===== src/rtl/gray_step_sequencer.sv =====
// ---------------------------------------------------------------------------
// gray_step_sequencer
//
// Command-driven controller that walks a WIDTH-bit Gray-code counter through a
// programmed number of single-bit-change steps, up or down. Stepping can be
// paused, and an active command can be aborted. The counter value persists
// across commands; only rst clears it.
//
// Ports
//   clk         rising-edge clock
//   rst         synchronous, active-high reset
//   cmd_valid   command present
//   cmd_ready   command can be accepted (high only in IDLE)
//   cmd_dir     0 = count up, 1 = count down
//   cmd_steps   number of steps to execute (0 is legal)
//   pause       level; freezes stepping while high in RUN
//   abort       level; terminates an active command (wins over pause)
//   gray_out    current Gray value, bin ^ (bin >> 1)
//   bin_out     current binary count
//   steps_left  remaining steps of the active command
//   step_stb    one-cycle pulse: gray_out changed on the last edge
//   busy        high in RUN
//   done        one-cycle completion pulse
//   aborted     qualifies done: command ended by abort
// ---------------------------------------------------------------------------
module gray_step_sequencer #(
    parameter int WIDTH = 4,
    parameter int CNT_W = 8
) (
    input  logic             clk,
    input  logic             rst,
    input  logic             cmd_valid,
    output logic             cmd_ready,
    input  logic             cmd_dir,
    input  logic [CNT_W-1:0] cmd_steps,
    input  logic             pause,
    input  logic             abort,
    output logic [WIDTH-1:0] gray_out,
    output logic [WIDTH-1:0] bin_out,
    output logic [CNT_W-1:0] steps_left,
    output logic             step_stb,
    output logic             busy,
    output logic             done,
    output logic             aborted
);

    typedef enum logic [1:0] {
        ST_IDLE = 2'd0,
        ST_RUN  = 2'd1,
        ST_DONE = 2'd2
    } state_t;

    localparam logic [WIDTH-1:0] BIN_ONE = WIDTH'(1);
    localparam logic [CNT_W-1:0] CNT_ONE = CNT_W'(1);

    state_t             state_reg;
    state_t             state_next;
    logic [WIDTH-1:0]   bin_reg;
    logic [CNT_W-1:0]   steps_left_reg;
    logic               dir_reg;
    logic               step_stb_reg;
    logic               aborted_reg;

    logic               accept;
    logic               do_step;
    logic               do_abort;

    // Handshake and per-edge decisions. Abort beats pause, pause beats step.
    assign accept   = cmd_valid && (state_reg == ST_IDLE);
    assign do_abort = (state_reg == ST_RUN) && abort;
    assign do_step  = (state_reg == ST_RUN) && !abort && !pause;

    // -----------------------------------------------------------------------
    // FSM: state register
    // -----------------------------------------------------------------------
    always_ff @(posedge clk) begin
        if (rst) begin
            state_reg <= ST_IDLE;
        end else begin
            state_reg <= state_next;
        end
    end

    // -----------------------------------------------------------------------
    // FSM: next-state logic
    // -----------------------------------------------------------------------
    always_comb begin
        state_next = state_reg;
        case (state_reg)
            ST_IDLE: begin
                if (accept) begin
                    // A zero-step command completes immediately.
                    state_next = (cmd_steps == '0) ? ST_DONE : ST_RUN;
                end
            end
            ST_RUN: begin
                if (do_abort) begin
                    state_next = ST_DONE;
                end else if (do_step && (steps_left_reg == CNT_ONE)) begin
                    state_next = ST_DONE;
                end
            end
            ST_DONE: begin
                state_next = ST_IDLE;
            end
            default: begin
                state_next = ST_IDLE;
            end
        endcase
    end

    // -----------------------------------------------------------------------
    // FSM: outputs decoded from state
    // -----------------------------------------------------------------------
    always_comb begin
        cmd_ready = 1'b0;
        busy      = 1'b0;
        done      = 1'b0;
        case (state_reg)
            ST_IDLE: cmd_ready = 1'b1;
            ST_RUN:  busy      = 1'b1;
            ST_DONE: done      = 1'b1;
            default: cmd_ready = 1'b0;
        endcase
    end

    // -----------------------------------------------------------------------
    // Datapath: counter, step budget and strobes
    // -----------------------------------------------------------------------
    always_ff @(posedge clk) begin
        if (rst) begin
            bin_reg        <= '0;
            steps_left_reg <= '0;
            dir_reg        <= 1'b0;
            step_stb_reg   <= 1'b0;
            aborted_reg    <= 1'b0;
        end else begin
            step_stb_reg <= do_step;
            // Only set on the edge entering DONE through abort, so it is
            // high exactly in the done cycle and cleared on the next edge.
            aborted_reg  <= do_abort;
            if (accept) begin
                dir_reg        <= cmd_dir;
                steps_left_reg <= cmd_steps;
            end else if (do_step) begin
                // Natural modulo-2^WIDTH wrap in both directions.
                bin_reg        <= dir_reg ? (bin_reg - BIN_ONE) : (bin_reg + BIN_ONE);
                steps_left_reg <= steps_left_reg - CNT_ONE;
            end
        end
    end

    // -----------------------------------------------------------------------
    // Binary-to-Gray decode: each bit is the XOR of neighbouring binary bits,
    // the MSB passes straight through.
    // -----------------------------------------------------------------------
    generate
        for (genvar gi = 0; gi < WIDTH - 1; gi++) begin : g_gray
            assign gray_out[gi] = bin_reg[gi] ^ bin_reg[gi+1];
        end
    endgenerate
    assign gray_out[WIDTH-1] = bin_reg[WIDTH-1];

    assign bin_out    = bin_reg;
    assign steps_left = steps_left_reg;
    assign step_stb   = step_stb_reg;
    assign aborted    = aborted_reg;

endmodule


===== config.mk =====
export PLATFORM = sky130hd
export DESIGN_NAME = gray_step_sequencer
export DESIGN_NICKNAME = d
export VERILOG_FILES = /design/src/rtl/gray_step_sequencer.sv
export SDC_FILE = /design/constraint.sdc
export NUM_CORES = 1
export LEC_CHECK = 0
export ABC_AREA = 1
export CELL_PAD_IN_SITES_DETAIL_PLACEMENT = 1
export CELL_PAD_IN_SITES_GLOBAL_PLACEMENT = 1
export CORE_UTILIZATION = 37
export CTS_CLUSTER_SIZE = 12
export DETAILED_ROUTE_END_ITERATION = 16
export DONT_BUFFER_PORTS = 1
export PLACE_DENSITY_LB_ADDON = 0.08
export SETUP_SLACK_MARGIN = 0.02
export SYNTH_ARGS = -nofsm -noshare
export SYNTH_HDL_FRONTEND = slang
export SYNTH_SLANG_ARGS = --single-unit

===== constraint.sdc =====
create_clock -name clk -period 1.2 [get_ports clk]
set_input_delay 0.18 -clock clk [delete_from_list [all_inputs] [get_ports clk]]
set_output_delay 0.18 -clock clk [all_outputs]
set_load 0.1 [all_outputs]

==> results.toml, run 1 <==
[place]
port_buffers = 0
dp.final_hpwl_mm = 2.73
postPlaceCellArea_um2 = 1570
place_congestion = 0.773

[yosys]
synth_nets = 185
synth-xor-area-share_pct = 4.88
synthSimpleGateAreaFrac_pct = 35.5
post-synth-top-count-cell = "nand2_1"
synthCells = 166
synth_top_family_by_area = "simple AND/OR/NAND/NOR gates"
async_flop_share_pct = 0
syn_avg_cell_area_um2 = 6.48
synth_top_cell_by_area = "dfxtp_1"
synth_compound_area_share_pct = 10.2
synth_edf_count = 0
syn-cell-area_um2 = 1080
yosysWarnings = 0
synth_top_area_share_pct = 31.6
seq_area_frac_synth_pct = 31.6
ys.flop_type = "dfxtp_1"
synthTopCellsByCount = "45 x nand2_1, 20 x inv_1, 19 x nor2_1"
synth_fa_ha_area_share_pct = 6.51
synth_cell_types = 26
synth_seq_cells = 17
synth.area.mux_share_pct = 0
synthTopCellsByArea = "dfxtp_1 32%, nand2_1 16%, nand3_1 7.9%, inv_1 7.0%, nor2_1 6.6%"

[die]
initial_core_util_pct = 39.0
die_y_um = 55.9
placementRows = 19
io_pins = 35
fp.dieW_um = 55.9

[clock_tree]
htree_levels = 1
cts_buffers = 3
cts_sinks = 17
clockBufferDepth = 2
cts-root-buf = "clkbuf_4"

[sta]
crit_endpoint = "bin_out[3]$_SDFFE_PP0P_/D"
worst_endpoint_kind = "register data pin"

[global_routing]
antenna_found_initial = 0
grt_max_degree = 12

[outcome]
run_status = "aborted with a tool error"
error = "[ERROR DPL-0033] detailed placement checks failed during check placement."
stop_stage = "global routing (5_1_grt)"
cell families after synthesis:
logic type / Yosys count
DFF: 17
AOI/OAI and AO/OA: 21
xor gates and xnor gates: 6
and+or+nand+nor: 89
adders and majority gates: 5
buffers and inverters: 28
metrics by stage:
step / setup WS, ns / setup TNS (ns) / hold slack (ns) / utilization, % / std cells
global placement: -0.0773 / -0.117 / 0.241 / 56.9 / 230
detailed placement: -0.156 / -0.334 / 0.243 / 56.9 / 230
CTS: -0.198 / -1.54 / 0.0609 / 71.4 / 245
floorplan: -0.451 / -5.88 / 0.249 / - / 166
repair_timing:
action,4_1_cts
hold buffers,1
setup buffers,8
endpoints found under the hold margin,11
endpoints found under the setup margin,28
gates resized for setup,74
cloned,2
pin swaps,20
==> run 2, diff against run 1 <==
==> config.mk (replaced) <==
export PLATFORM = sky130hd
export DESIGN_NAME = gray_step_sequencer
export DESIGN_NICKNAME = d
export VERILOG_FILES = /design/src/rtl/gray_step_sequencer.sv
export SDC_FILE = /design/constraint.sdc
export NUM_CORES = 1
export LEC_CHECK = 0
export ABC_AREA = 1
export CORE_AREA = 2 2 63 65
export DETAILED_ROUTE_END_ITERATION = 16
export DIE_AREA = 0 0 65 67
export DONT_BUFFER_PORTS = 1
export PLACE_DENSITY_LB_ADDON = 0.15
export SYNTH_ARGS = -nofsm -noshare
export SYNTH_HDL_FRONTEND = slang
export SYNTH_SLANG_ARGS = --single-unit
==> constraint.sdc (replaced) <==
create_clock -name clk -period 1.6 [get_ports clk]
set_input_delay 0.24 -clock clk [delete_from_list [all_inputs] [get_ports clk]]
set_output_delay 0.24 -clock clk [all_outputs]
set_load 0.1 [all_outputs]
==> run 2 against run 1 <==
  * The run now ends clean
  * Synthesized area unchanged
  * Synthesized cell count did not move
==> results.toml, run 2 <==
[clock_tree]
cts_buffers = 3
post-cts-setup-buffers = 0
cts-root-buf = "clkbuf_8"
cts_sinks = 17
htree_levels = 1
path_clk_slew_ns = 0.07
tritoncts = "built"
worstSkewPairLatency_ns = 0.26
clockBufferDepth = 2

[sta]
fmax_mhz = 643
finalClockSkew_ns = 0.0105
tightest_slew_ns = 0.545
drv_slew = 0
rsz0062_at_grt = "false"
tns_ns = 0
whs_ns = 0.0387
fin_crit_sh_pct = 97.2
hold_viol = 0
slew_headroom_pct = 64.0
min_period_ns = 1.55
setup_viol = 0

[yosys]
yosysWarnings = 0
synthCells = 166
synthSimpleGateAreaFrac_pct = 35.5
synth_edf_count = 0
syn_avg_cell_area_um2 = 6.48
seq_area_frac_synth_pct = 31.6
synth_fa_ha_area_share_pct = 6.51
synthTopCellsByArea = "dfxtp_1 32%, nand2_1 16%, nand3_1 7.9%, inv_1 7.0%, nor2_1 6.6%"
synth_top_area_share_pct = 31.6
synthTopCellsByCount = "45 x nand2_1, 20 x inv_1, 19 x nor2_1"
synth_nets = 185
synth_top_cell_by_area = "dfxtp_1"
async_flop_share_pct = 0
synth.area.mux_share_pct = 0
ys.flop_type = "dfxtp_1"
post-synth-top-count-cell = "nand2_1"
synth_cell_types = 26
syn-cell-area_um2 = 1080
synth_seq_cells = 17
synth-xor-area-share_pct = 4.88
synth_compound_area_share_pct = 10.2
synth_top_family_by_area = "simple AND/OR/NAND/NOR gates"

[die]
placementRows = 22
core-area_um2 = 3610
die_y_um = 67
initial_core_util_pct = 29.8
io_pins = 35
dieArea_um2 = 4360
fp.dieW_um = 65

[setup_path]
reg2reg_from = "dir_reg"
cp_num_cells = 3
start_kind = "flop"
worstPathCellList = "buf_4 > xor2_4 > buf_12"
crit_fanout = 3
crit_slowest_cell = "dfxtp_4"
end_kind = "output pin"
cp_slowest_stage_delay_ns = 0.34
crit_type = "flop to output pin"
r2r_cells = 7
required_ns = 1.36
crit_buf_inv = 2
crit_family = "buffers and inverters"
rrSetupSlack_ns = 0.21
reg2reg_to = "bin_out[3]"
arrival_ns = 1.31

[cells_and_area]
diodes = 0
fin_cells = 235
drive_gt1_share_pct = 25.1
fin_nets = 207
seq_area_um2 = 362
largest_register_ffs = 8
final_common_cell = "nand2_1"
multiInputGateArea_um2 = 678
layout.cells.most_common_list = "45 x nand2_1, 20 x inv_1, 18 x nor2_1"
area_growth_pct = 33.7
fill_cells = 400

[global_routing]
grt_pass1_vias = 1012
gr-total-overflow = 0
grt_pass1_wl_mm = 4.52
antenna_found_initial = 0
grt_usage_pct = 13.2
grt_max_degree = 13

[place]
dp.final_hpwl_mm = 2.21
port_buffers = 0
place_congestion = 0.846
placed_cells = 231

[route]
firstDrtPassIters = 4
viasPerCell = 4.48
num_vias = 1053
drtIter0Drc = 43
drc = 0
ant_nets = 0
wire_per_inst_um = 11.5
wl_mm = 2.70

[pwr]
vdd_drop_max_mv = 0.355
p_leak_nw = 0.676
power.density_nw_per_um2 = 1080
p_total_mw = 1.56

[outcome]
run_status = "completed"

[min_path]
min_from = "rst"
holdPathEnd = "bin_out[3]"
hold_depth = 1
min_path_type = "input port to flop"

[job]
drv_cap = 0
==> run 2: through the flow <==
| step | setup WS (ns) | instance area (µm²) | util [%] |
|---|---|---|---|
| 2_1_floorplan | -0.0767 | 1160 | - |
| 3_3_place_gp | 0.209 | 1390 | 38.4 |
| 3_5_place_dp | 0.217 | 1390 | 38.4 |
| 4_1_cts | 0.00574 | 1440 | 39.8 |
| 5_1_grt | 0.0121 | 1440 | 39.9 |
| 6_report | 0.0453 | 1440 | 39.9 |
==> run 2: timing repair <==
item | in CTS | in global routing
endpoints found under the setup margin | 0 | 2
resized for setup | 0 | 1
hold buffers | 0 | 0
==> run 2: final cells by class <==
class	count	share of cell area, %
flip-flops and latches	17	25.1
repair buffers	20	13.3
well taps	48	4.17
inverters	25	6.87
clock inverters	1	0.522
clock buffers	3	2.87
multi-input cells	121	47.1
==> run 2: logic make-up (layout without fill, tap and decap cells) <==
| kind of cell | count (synthesis) | count (layout) |
|---|---|---|
| and+or+nand+nor | 89 | 89 |
| buffers and inverters | 28 | 49 |
| AOI/OAI and AO/OA | 21 | 21 |
| DFF | 17 | 17 |
| xor gates and xnor gates | 6 | 6 |
| adders and majority gates | 5 | 5 |
==> run 2: power breakdown <==
group          internal (mW)  total (mW)  switching [mW]
Combinational          0.193       0.720           0.527
Sequential             0.460       0.510          0.0500
Clock                  0.175       0.330           0.154
==> run 2: worst max path at each step <==
stage / from / end
2_1_floorplan: state_reg[0] / steps_left[5]
3_3_place_gp: dir_reg / bin_out[3]
3_5_place_dp: dir_reg / bin_out[3]
4_1_cts: bin_out[2] / gray_out[2]
5_1_grt: bin_out[0] / gray_out[0]
6_report: bin_out[0] / gray_out[0]
==> run 2: worst reg2reg max path, cell delays in order (launching register included) <==
cell and delay (ns):
dfxtp_1 0.39, ha_1 0.27, or2_2 0.31, nand2_1 0.07
nand2_1 0.05, nand2_1 0.06, nand2_1 0.04, a21oi_1 0.12
==> run 2: layer usage <==
layer  global-route usage, %  share of wire (%)  up-vias
met5                       0                  0        -
met4                    3.72               0.37        0
met3                    3.21                6.0        2
met2                    22.0                 46       27
met1                    16.9                 48      463
li1                        -                  -      561
(Power assumes the default switching activity.)
==> run 3, diff against run 2 <==
--- a/config.mk
+++ b/config.mk
@@ -10,6 +10,7 @@
 export DETAILED_ROUTE_END_ITERATION = 16
 export DIE_AREA = 0 0 65 67
 export DONT_BUFFER_PORTS = 1
+export MAX_ROUTING_LAYER = met4
 export PLACE_DENSITY_LB_ADDON = 0.15
 export SYNTH_ARGS = -nofsm -noshare
 export SYNTH_HDL_FRONTEND = slang
==> run 3 against run 2 <==
  * Register-to-register slack hardly changed
  * Clock skew barely moved
  * Flip-flop and latch count unchanged
  * Global-route usage increased by 0.35 points
  * Clock power about the same
  * Sequential power barely moved
  * First-iteration DRC count is the same
  * Setup slack barely moved
  * Worst hold slack hardly changed
  * Final area unchanged
  * Final cell count unchanged
  * Largest power group unchanged
==> results.toml, run 3 (synthesis results as in run 2) <==
[outcome]
run_status = "completed"

[global_routing]
grt_pass1_vias = 1015
grt_usage_pct = 13.6
gr-total-overflow = 0
grt_pass1_wl_mm = 4.53
antenna_found_initial = 0
grt_max_degree = 13

[sta]
setup_slack_ns = 0.0454
fin_crit_sh_pct = 97.2
drv_slew = 0
hold_viol = 0
tightest_slew_ns = 0.545
setup_viol = 0
min_period_ns = 1.55
finalClockSkew_ns = 0.0105
rsz0062_at_grt = "false"
slew_headroom_pct = 64.0
fmax_mhz = 643

[clock_tree]
htree_levels = 1
cts_sinks = 17
post-cts-setup-buffers = 0
cts_buffers = 3
path_clk_slew_ns = 0.07
cts-root-buf = "clkbuf_8"
clockBufferDepth = 2
tritoncts = "built"
hold_buffers = 0
worstSkewPairLatency_ns = 0.26

[route]
wl_met3_um = 179
top_layer_used = "met4"
wl_met1_mm = 1.28
wl_mm = 2.70
drc = 0
wire_per_inst_um = 11.5
firstDrtPassIters = 4
viasPerCell = 4.51
ant_nets = 0
num_vias = 1060
drtIter0Drc = 43
met2_length_mm = 1.23

[cells_and_area]
largest_register_ffs = 8
diodes = 0
final_common_cell = "nand2_1"
fin_cells = 235
area_growth_pct = 33.7
fin_nets = 207
layout.cells.most_common_list = "45 x nand2_1, 20 x inv_1, 18 x nor2_1"
drive_gt1_share_pct = 25.1

[setup_path]
cp_slowest_stage_delay_ns = 0.34
worstPathCellList = "buf_4 > xor2_4 > buf_12"
required_ns = 1.36
arrival_ns = 1.31
crit_buf_inv = 2
crit_family = "buffers and inverters"
end_kind = "output pin"
crit_type = "flop to output pin"
crit_slowest_cell = "dfxtp_4"
start_kind = "flop"
crit_fanout = 3

[job]
drv_cap = 0

[place]
post-place-ws_ns = 0.217
place_congestion = 0.859
dp.final_hpwl_mm = 2.21
placed_cells = 231
port_buffers = 0

[die]
dieArea_um2 = 4360
io_pins = 35
fp.dieW_um = 65
die_y_um = 67
initial_core_util_pct = 29.8
core-area_um2 = 3610
placementRows = 22

[pwr]
p_leak_nw = 0.676
power.density_nw_per_um2 = 1080
p_total_mw = 1.56
vdd_drop_max_mv = 0.355

[min_path]
min_path_type = "input port to flop"
==> run 3: cell counts in the layout (fill, tap and decap cells not counted) <==
No cell type changed its count.
==> run 3: final timing paths <==
path / slack [ns] / to / cells past startpoint / startpoint
worst min-delay path: 0.04 / bin_out[3] / 1 / rst
worst min register to register: 0.50 / steps_left[2] / 2 / steps_left[2]
worst max register to register: 0.21 / bin_out[3] / 7 / dir_reg
worst max-delay path: 0.05 / gray_out[0] / 3 / bin_out[0]
==> run 3: area by class of cell <==
type,instances,area [µm²]
Inverter,25,98.8
Fill cell,400,2170
Sequential cell,17,362
Clock inverter,1,7.51
Tap cell,48,60.1
Multi-Input combinational cell,121,678
Timing Repair Buffer,20,191
Clock buffer,3,41.3
==> run 3: per-layer routing <==
metal / up-vias / global-route usage (%)
li1: 561 / -
met2: 31 / 22.0
met4: 0 / 3.72
met5: - / -
met3: 4 / 2.70
met1: 464 / 17.2
==> run 3: timing repair <==
item / CTS / global route
gates resized for setup: 0 / 1
hold endpoints to repair: 0 / 0
setup endpoints to repair: 0 / 2
==> run 3: worst reg2reg max path, delay by kind of cell, from the launching register on <==
family                     cells  cell delay [ns]
DFF                            1             0.39
AOI/OAI and AO/OA              1             0.12
adders and majority gates      1             0.27
and+or+nand+nor                5             0.53
==> run 3: metrics by stage <==
step	setup TNS, ns	hold slack (ns)	instance area [µm²]	utilization [%]
5_1_grt	0	0.0322	1440	39.9
4_1_cts	0	0.0354	1440	39.8
3_5_place_dp	0	0.307	1390	38.4
2_1_floorplan	-0.227	0.309	1160	-
6_report	0	0.0388	1440	39.9
3_3_place_gp	0	0.306	1390	38.4
==> run 3: power breakdown <==
group | switching, mW | internal [mW] | total (mW)
Clock | 0.154 | 0.175 | 0.330
Combinational | 0.527 | 0.193 | 0.720
Sequential | 0.0499 | 0.460 | 0.510
Total | 0.731 | 0.828 | 1.56
==> run 4, diff against run 3 <==
==> constraint.sdc (replaced) <==
create_clock -name clk -period 1.4 [get_ports clk]
set_input_delay 0.21 -clock clk [delete_from_list [all_inputs] [get_ports clk]]
set_output_delay 0.21 -clock clk [all_outputs]
set_load 0.1 [all_outputs]
==> run 4 against run 3 <==
  * Clock power is 18% higher
  * Wire length is 6.6% higher
  * Sequential power is 14% higher
  * Total power is 18% higher
  * Largest power group unchanged
==> results.toml, run 4 (synthesis results as in run 2) <==
[clock_tree]
cts_sinks = 17
cts-root-buf = "clkbuf_8"
clockBufferDepth = 2
tritoncts = "built"
path_clk_slew_ns = 0.07
cts_buffers = 3
worstSkewPairLatency_ns = 0.26
htree_levels = 1

[place]
dp.final_hpwl_mm = 2.22
port_buffers = 0
placed_cells = 233
place_congestion = 0.798
postPlaceCellArea_um2 = 1480

[setup_path]
worstPathCellList = "buf_6 > xor2_4 > buf_12"
crit_fanout = 4
crit_buf_inv = 2
cp_slowest_stage_delay_ns = 0.37
start_kind = "flop"
reg2reg_from = "bin_out[0]"
arrival_ns = 1.13
crit_type = "flop to output pin"
end_kind = "output pin"
r2r_cells = 4
crit_family = "flip-flops"
crit_start = "bin_out[2]"
required_ns = 1.19
cp_num_cells = 3
crit_slowest_cell = "dfxtp_4"

[die]
fp.dieW_um = 65
core-area_um2 = 3610
die_y_um = 67
io_pins = 35
placementRows = 22
dieArea_um2 = 4360
initial_core_util_pct = 29.8

[global_routing]
grt_pass1_vias = 1073
grt_pass1_wl_mm = 4.75
gr-total-overflow = 0
grt_usage_pct = 14.5
antenna_found_initial = 0
grt_max_degree = 13

[pwr]
p_sw_mw = 0.869
pwr-share-clk_pct = 21.0
combPwrFrac_pct = 47.4
seq_power_share_pct = 31.6
swShare_pct = 47.1
p_int_mw = 0.976
p_leak_nw = 0.714
power.density_nw_per_um2 = 1180
vdd_drop_max_mv = 0.477

[route]
viasPerCell = 4.66
firstDrtPassIters = 4
drc = 0
ant_nets = 0
wire_per_inst_um = 12.0
wl_mm = 2.88
num_vias = 1118
drtIter0Drc = 39

[cells_and_area]
fin_nets = 212
fin_cells = 240
drive_gt1_share_pct = 31.8
fin_util_pct = 43.5
fill_cells = 366
diodes = 0
layout.cells.most_common_list = "44 x nand2_1, 18 x inv_1, 18 x nor2_1"
final_common_cell = "nand2_1"
largest_register_ffs = 8
design_area_um2 = 1570
area_growth_pct = 45.7

[sta]
fin_crit_sh_pct = 95.5
hold_viol = 0
min_period_ns = 1.34
setup_viol = 0
rsz0062_at_grt = "false"
tns_ns = 0
finalClockSkew_ns = 0.00458
slew_headroom_pct = 79.5
tightest_slew_ns = 0.308
drv_slew = 0
fmax_mhz = 748

[min_path]
hold_depth = 1
min_path_type = "input port to flop"
min_from = "rst"

[outcome]
run_status = "completed"

[job]
drv_cap = 0
run 4: changes by cell type in the layout (fill, tap and decap cells not counted), moves of 2 or more:
cell | previous run | this run
buf_12 | 3 | 5
dfxtp_1 | 8 | 2
dfxtp_2 | 5 | 10
dlygate4sd3_1 | 0 | 3
inv_1 | 20 | 18
nand3_1 | 17 | 15
run 4: final timing paths:
check                  endpoint  slack (ns)
setup / recovery    gray_out[1]        0.06
setup reg to reg     bin_out[2]        0.10
hold / removal         step_stb        0.01
hold reg to reg   steps_left[1]        0.50
run 4: final cells by class:
type	count	area [µm²]	share of cell area [%]
Timing Repair Buffer	25	265	16.9
Tap cell	48	60.1	3.83
Clock inverter	1	5.00	0.319
Inverter	25	106	6.78
Multi-Input combinational cell	121	718	45.8
Clock buffer	3	41.3	2.63
Sequential cell	17	372	23.7
run 4: what timing repair did:
action / in CTS / in global routing
endpoints found under the hold margin: 4 / 3
hold buffers: 1 / 2
resized for setup: 0 / 5
setup buffers: 0 / 0
endpoints found under the setup margin: 0 / 7
run 4: layer usage:
| layer | track usage (%) | part of all wire, % | vias up |
|---|---|---|---|
| li1 | - | - | 573 |
| met1 | 17.2 | 43 | 501 |
| met2 | 24.7 | 49 | 40 |
| met3 | 2.87 | 7.6 | 4 |
| met4 | 4.79 | 1.0 | 0 |
| met5 | - | 0 | - |
run 4: stage by stage:
stage	setup slack (ns)	power [mW]	hold slack (ns)
after detailed placement	0.0294	1.46	0.276
final	0.0629	1.85	0.0102
after global placement	0.0727	1.45	0.273
after floorplan	-0.251	1.28	0.279
after global routing	0.00593	1.96	0.00273
after CTS	0.0128	1.85	0.00509
run 4: power groups by stage:
stage,logic [mW],clock network [mW],registers (mW)
floorplan,0.458,0,0.821
global placement,0.855,0,0.591
detailed placement,0.864,0,0.592
CTS,0.871,0.396,0.581
global route,0.942,0.425,0.589
finish,0.875,0.388,0.583
